## config.mk

```make
export PLATFORM = sky130hd
export DESIGN_NAME = rf_wr_arbiter
export DESIGN_NICKNAME = d
export VERILOG_FILES = /design/src/rtl/rf_wr_arbiter.sv
export SDC_FILE = /design/constraint.sdc
export NUM_CORES = 1
export LEC_CHECK = 0
export CORE_MARGIN = 2
export CORE_UTILIZATION = 39
export DETAILED_ROUTE_END_ITERATION = 10
export PLACE_DENSITY = 0.93
export RECOVER_POWER = 25
export SLEW_MARGIN = 20
export SYNTH_ARGS = -nofsm -noshare
export SYNTH_HDL_FRONTEND = slang
export SYNTH_SLANG_ARGS = --single-unit
```

## constraint.sdc

```tcl
create_clock -name clk -period 2.05 [get_ports clk]
set_input_delay 0.3075 -clock clk [delete_from_list [all_inputs] [get_ports clk]]
set_output_delay 0.3075 -clock clk [all_outputs]
set_load 0.01 [all_outputs]
```

## src/rtl/rf_wr_arbiter.sv

```systemverilog
// Register-file write-port arbiter between ALU and load-unit writebacks.
// LSU is favoured unless the ALU has stalled STARVE_LIMIT consecutive cycles.
package my_pkg;
    parameter int DATA_WIDTH = 32;
endpackage

module rf_wr_arbiter #(
    parameter int DATA_WIDTH   = my_pkg::DATA_WIDTH,
    parameter int STARVE_LIMIT = 3
) (
    input  logic                  clk,
    input  logic                  rst_n,
    input  logic                  alu_valid,
    input  logic [4:0]            alu_rd,
    input  logic [DATA_WIDTH-1:0] alu_data,
    output logic                  alu_ready,
    input  logic                  lsu_valid,
    input  logic [4:0]            lsu_rd,
    input  logic [DATA_WIDTH-1:0] lsu_data,
    output logic                  lsu_ready,
    output logic                  rf_wr_en,
    output logic [4:0]            rf_addr_wr,
    output logic [DATA_WIDTH-1:0] rf_data_wr,
    output logic                  alu_prio
);

    typedef enum logic {
        PRIO_LSU = 1'b0,
        PRIO_ALU = 1'b1
    } state_t;

    state_t                r_state;
    state_t                w_state_nxt;
    logic [3:0]            r_cnt;
    logic [3:0]            w_cnt_nxt;
    logic                  w_alu_xfer;
    logic                  w_lsu_xfer;
    logic [4:0]            w_sel_rd;
    logic [DATA_WIDTH-1:0] w_sel_data;
    logic                  w_wr;

    always_ff @(posedge clk or negedge rst_n) begin
        if (!rst_n) begin
            r_state <= PRIO_LSU;
            r_cnt   <= 4'd0;
        end else begin
            r_state <= w_state_nxt;
            r_cnt   <= w_cnt_nxt;
        end
    end

    assign w_alu_xfer = alu_valid & alu_ready;
    assign w_lsu_xfer = lsu_valid & lsu_ready;

    always_comb begin
        w_cnt_nxt = r_cnt;
        if (!alu_valid || w_alu_xfer)
            w_cnt_nxt = 4'd0;
        else if (r_cnt != 4'hF)
            w_cnt_nxt = r_cnt + 4'd1;
    end

    always_comb begin
        w_state_nxt = r_state;
        unique case (r_state)
            PRIO_LSU: begin
                if (w_cnt_nxt == 4'(STARVE_LIMIT))
                    w_state_nxt = PRIO_ALU;
            end
            PRIO_ALU: begin
                if (w_alu_xfer || !alu_valid)
                    w_state_nxt = PRIO_LSU;
            end
            default: w_state_nxt = PRIO_LSU;
        endcase
    end

    always_comb begin
        alu_ready = 1'b0;
        lsu_ready = 1'b0;
        unique case (r_state)
            PRIO_LSU: begin
                lsu_ready = lsu_valid;
                alu_ready = alu_valid & ~lsu_valid;
            end
            PRIO_ALU: begin
                alu_ready = alu_valid;
                lsu_ready = lsu_valid & ~alu_valid;
            end
            default: begin
                alu_ready = 1'b0;
                lsu_ready = 1'b0;
            end
        endcase
    end

    assign alu_prio = (r_state == PRIO_ALU);

    // Writes to x0 are accepted but dropped here.
    assign w_sel_rd   = w_alu_xfer ? alu_rd : lsu_rd;
    assign w_sel_data = w_alu_xfer ? alu_data : lsu_data;
    assign w_wr       = (w_alu_xfer | w_lsu_xfer) & (w_sel_rd != 5'd0);

    always_ff @(posedge clk or negedge rst_n) begin
        if (!rst_n) begin
            rf_wr_en   <= 1'b0;
            rf_addr_wr <= 5'd0;
            rf_data_wr <= '0;
        end else begin
            rf_wr_en <= w_wr;
            if (w_wr) begin
                rf_addr_wr <= w_sel_rd;
                rf_data_wr <= w_sel_data;
            end
        end
    end

endmodule
```

### Word-level counts from Yosys, hierarchy flattened

Cells that the tools add are included.

* register bits: 43
* input port bits: 78
* output and inout port bits: 41
* word-level logic and storage cells: 29

* add/subtract/negate cells: 1
* equal/unequal tests: 2
* mux-type cells: 9
* bitwise operators: 9
* reductions and logical operators: 3

Operators by type and width (count)
* 2-to-1 mux 32 bit: 1
* 2-to-1 mux 4 bit: 2
* one-hot mux 1 bit (2 select lines): 3
* AND 1 bit: 5
* 2-to-1 mux 5 bit: 1
* nonzero test 5 bit: 1
* adder 4 x 1 -> 4 bit (second input constant): 1
* equality test 4 x 2 -> 1 bit (second input constant): 1
* inequality test 4 bit (second input constant): 1
* NOT 1 bit: 3
* 2-to-1 mux 1 bit: 2
* zero test 1 bit: 1
* logical OR 1 bit: 1
* OR 1 bit: 1

### Longest topological paths before layout

* word-level depth: 9
* depth in mapped cells: 7
* gate-level depth less buffers: 6

### Worst setup path before layout

No wires, ideal clock.

* path kind: register -> register
* start: reg r_state (netlist: alu_prio)
* end: reg rf_data_wr[2]
* setup time: 0.129 ns
* arrival time: 1.535 ns
* data required time: 1.921 ns
* path slack: 0.386 ns
* stages on the path, launching flop included: 8
* path buffers: 2
* clock period less this slack: 1.664 ns
* path through: dfrtp_1 nand2b_1 and3_1 a221oi_2 or2_1 buf_6 buf_6 o21ai_0

* longest elaborated chain between the ends: 6
* elaborated cells on any way between the ends: 10
* those cells by class: mux: 4; bitwise: 5; reduce/logical: 1

Ends and longest elaborated chain
* start: declaration: line 32 `state_t r_state;`
* start signal: assignment: line 47 `r_state <= w_state_nxt;`
* NOT 1 bit
* one-hot mux 1 bit (2 select lines): line 81 `unique case (r_state)`
* AND 1 bit: line 52 `assign w_alu_xfer = alu_valid & alu_ready;`
* 2-to-1 mux 5 bit: line 100 `assign w_sel_rd = w_alu_xfer ? alu_rd : lsu_rd;`
* nonzero test 5 bit: line 102 `assign w_wr = (w_alu_xfer | w_lsu_xfer) & (w_sel_rd != 5'd0);`
* AND 1 bit: line 102
* end signal: assignment: line 113 `rf_data_wr <= w_sel_data;`
* end: declaration: line 23 `output logic [DATA_WIDTH-1:0] rf_data_wr,`

Several ways; a longest one is shown, not always the timed one.
A chain may end at the register's enable or synchronous reset.

### Final worst setup path

* start: in alu_rd[4]
* end: reg rf_data_wr[28]

* longest elaborated chain between the ends: 3

Ends and longest elaborated chain
* start: declaration: line 14 `input logic [4:0] alu_rd,`
* 2-to-1 mux 5 bit: line 100
* nonzero test 5 bit: line 102
* AND 1 bit: line 102

Every way passes these cells.

==> out/results.txt <==
worst path arrival time - 2.08 ns
GRT Residual Overflow - 0
CP Capture Point - rf_data_wr[28]
Tmin final - 1.92 ns
Clock Power Share - 0.239
top post-synthesis cells by area - dfrtp_1 50%, mux2i_1 17%, o21ai_0 15%
critical path capture point type - register
vias in the first global route - 2193
f_max - 520 MHz
outcome - finished, final reports clean
Slew headroom - 0.547
I/O Pins - 119
yosys warns - 0
Worst-Margin Slew - 0.679 ns
placed inst area - 3480 sq um
post-synthesis cell type count - 32
reg2reg path depth - 6
Syn Nets - 289
sequential share of power - 0.467
HPWL after DPL - 4790 um
RR Endpoint - rf_data_wr[28]
type of origin of the critical path - input port
maximum vdd ir drop - 0.000385 V
# DRC - 0
ant diodes - 0
post-DR vias/cell - 5.08
max-slew violations - 0
GR Layer Usage met1 - 0.230
Worst R2R Start - alu_prio
Die W - 78.6 um
Switching Share - 0.264
Clock Latency Late Sink - 0.28 ns
Mean Syn Cell Area - 10.3 sq um
Synth Register Bits - 43
Switch Pwr - 0.000557 W
worst setup path class - in -> reg
mapped cell area - 2170 sq um
initial antenna violation count - 0
routed wire length - 6060 um
CTS root buffer - clkbuf_8
met3 usage - 0.0552
Critical Path RT - 2.21 ns
top cell type by total area after synthesis - dfrtp_1
TritonRoute pass-1 iters - 4
Placer Congestion - 0.748
Seq/Total Area, Yosys - 0.496
first-pass GRT wire length - 9890 um
post-route cell area - 3600 sq um
number of synthesized flops with an enable pin - 0
Initial Util - 0.399
Die ar. - 6180 sq um
Worst R2R Setup Slack - 0.38 ns
final net count - 418
DR iter-0 viols - 106
post-synth top area share - 0.496
core box area - 5440 sq um
post-route clock skew - 0.00427 ns
CP startpoint - alu_rd[4]
fin crit share - 0.939
share of flip-flops with an asynchronous set or reset - 1.00
H-tree depth - 2
cts bufs inserted - 5
CP max FO - 16
final core utilization - 0.663
layout cells sized above 1 - 0.0971
Area Growth Syn to Fin - 66.1%
routed vias - 2095
DR WL/cell - 14.7 um
Static Leak - 1.63 nW
grt peak-use layer - met2
Int Pwr - 0.00155 W
Comb pwr share - 0.294
CTS Sinks - 43
Clock transition at path regs - 0.08 ns
Setup-failing EPs final - 0
FP Rows - 27
pin count of the biggest net entering global routing - 33
worst hold path type - reg -> reg
post-route ant nets - 0
global-route usage over all layers - 0.201
input/output buffers - 118
most common flop cell mapped by yosys - dfrtp_1
Die Y - 78.6 um
P per Cell Area - 585 nW/um^2
met2 global-route usage - 0.362
RSZ-0062 raised after global routing - yes
Final Hold Fails - 0
CTS tree - done
max-cap violation count - 0
Gate Count Post-Synth - 210
Max Root-Sink Buffers - 2
sequential cells by signal (all words and copies together) (netlist names):
name / count
rf_wr_en: 1
rf_data_wr: 32
alu_prio: 1
rf_addr_wr: 5
r_cnt: 4
through the flow:
stage	setup slack, ns	power, W	std cells	hold WS, ns	TNS [ns]
final	0.125	0.00211	412	0.507	0
after CTS	0.0187	0.00213	411	0.433	0
after global routing	-0.0182	0.00222	412	0.541	-0.0188
after detailed placement	-0.251	0.00163	402	0.203	-6.93
after floorplan	0.386	0.00121	210	0.0119	0
after global placement	-0.0776	0.00160	402	0.196	-2.36
repair_timing:
action / in CTS / in global routing
endpoints found under the setup margin: 1 / 33
setup buffers: 0 / 1
hold buffers: 1 / 0
pin swaps: 0 / 2
resized for setup: 1 / 5
endpoints found under the hold margin: 11 / 0
cells in the mapped netlist, types with 3 or more instances:
library cell and instances:
o21ai_0 65, dfrtp_1 43, mux2i_1 37, clkbuf_1 7
nor2_1 7, nand2_1 6, buf_6 4, nand3_1 4
o21ai_1 4, a31o_2 3, buf_2 3, inv_1 3
cells in the final DEF, fill, tap and decap left out, types with 2 or more instances in the layout:
| cell type | instances |
|---|---|
| nand2_1 | 6 |
| inv_1 | 3 |
| dfrtp_1 | 43 |
| buf_4 | 15 |
| nand3_1 | 4 |
| a21boi_0 | 2 |
| nor2_1 | 6 |
| nand3b_1 | 2 |
| o21ai_0 | 65 |
| clkbuf_8 | 5 |
| clkdlybuf4s50_1 | 115 |
| nor3_1 | 2 |
| o21ai_1 | 4 |
| clkbuf_1 | 3 |
| dlymetal6s2s_1 | 2 |
| a31o_2 | 3 |
| mux2i_1 | 37 |
| clkbuf_2 | 2 |
worst min path at each step:
| stage | startpoint | to | slack [ns] | cells after the start |
|---|---|---|---|---|
| after floorplan | rst_n | alu_prio | 0.01 | 0 |
| after global placement | rst_n | rf_data_wr[12] | 0.20 | 1 |
| after detailed placement | rst_n | rf_data_wr[16] | 0.20 | 1 |
| after CTS | rst_n | rf_data_wr[16] | 0.43 | 2 |
| after global routing | rf_addr_wr[3] | rf_addr_wr[3] | 0.54 | 1 |
| final | rf_data_wr[5] | rf_data_wr[5] | 0.51 | 2 |
cells by family after synthesis:
| group | synth area share |
|---|---|
| AOI/OAI and AO/OA | 0.209 |
| xor gates and xnor gates | 0.00404 |
| adders and majority gates | 0.00577 |
| buffers and inverters | 0.0484 |
| DFF | 0.496 |
| muxes | 0.171 |
| and+or+nand+nor | 0.0663 |
worst max-delay path, cell delays in order:
cell             delay, ns
clkdlybuf4s50_1       0.46
nor4_2                0.32
nand3_1               0.19
a221oi_4              0.31
or2_1                 0.16
buf_4                 0.21
o21ai_0               0.13
layer usage:
metal	wire, um	vias to the layer above	part of all wire
li1	-	1024	-
met1	2330	987	0.38
met2	3270	74	0.54
met3	372	10	0.061
met4	94	0	0.016
met5	0	-	0
power by group through the flow:
| stage | Clock [W] | Combinational [W] | Sequential, W |
|---|---|---|---|
| after floorplan | 0 | 0.000170 | 0.00104 |
| after global placement | 0 | 0.000604 | 0.000995 |
| after detailed placement | 0 | 0.000621 | 0.00100 |
| after CTS | 0.000518 | 0.000626 | 0.000987 |
| after global routing | 0.000555 | 0.000669 | 0.000997 |
| final | 0.000505 | 0.000619 | 0.000985 |
final cells by class:
cell class	count	area [sq um]
clock buffers	7	76.3
clock inverters	1	5.00
flip-flops and latches	43	1080
inverters	3	11.3
fillers	426	1840
repair buffers	137	1320
well taps	72	90.1
multi-input cells	149	1020
No activity file was read; power rests on OpenSTA's default activity.
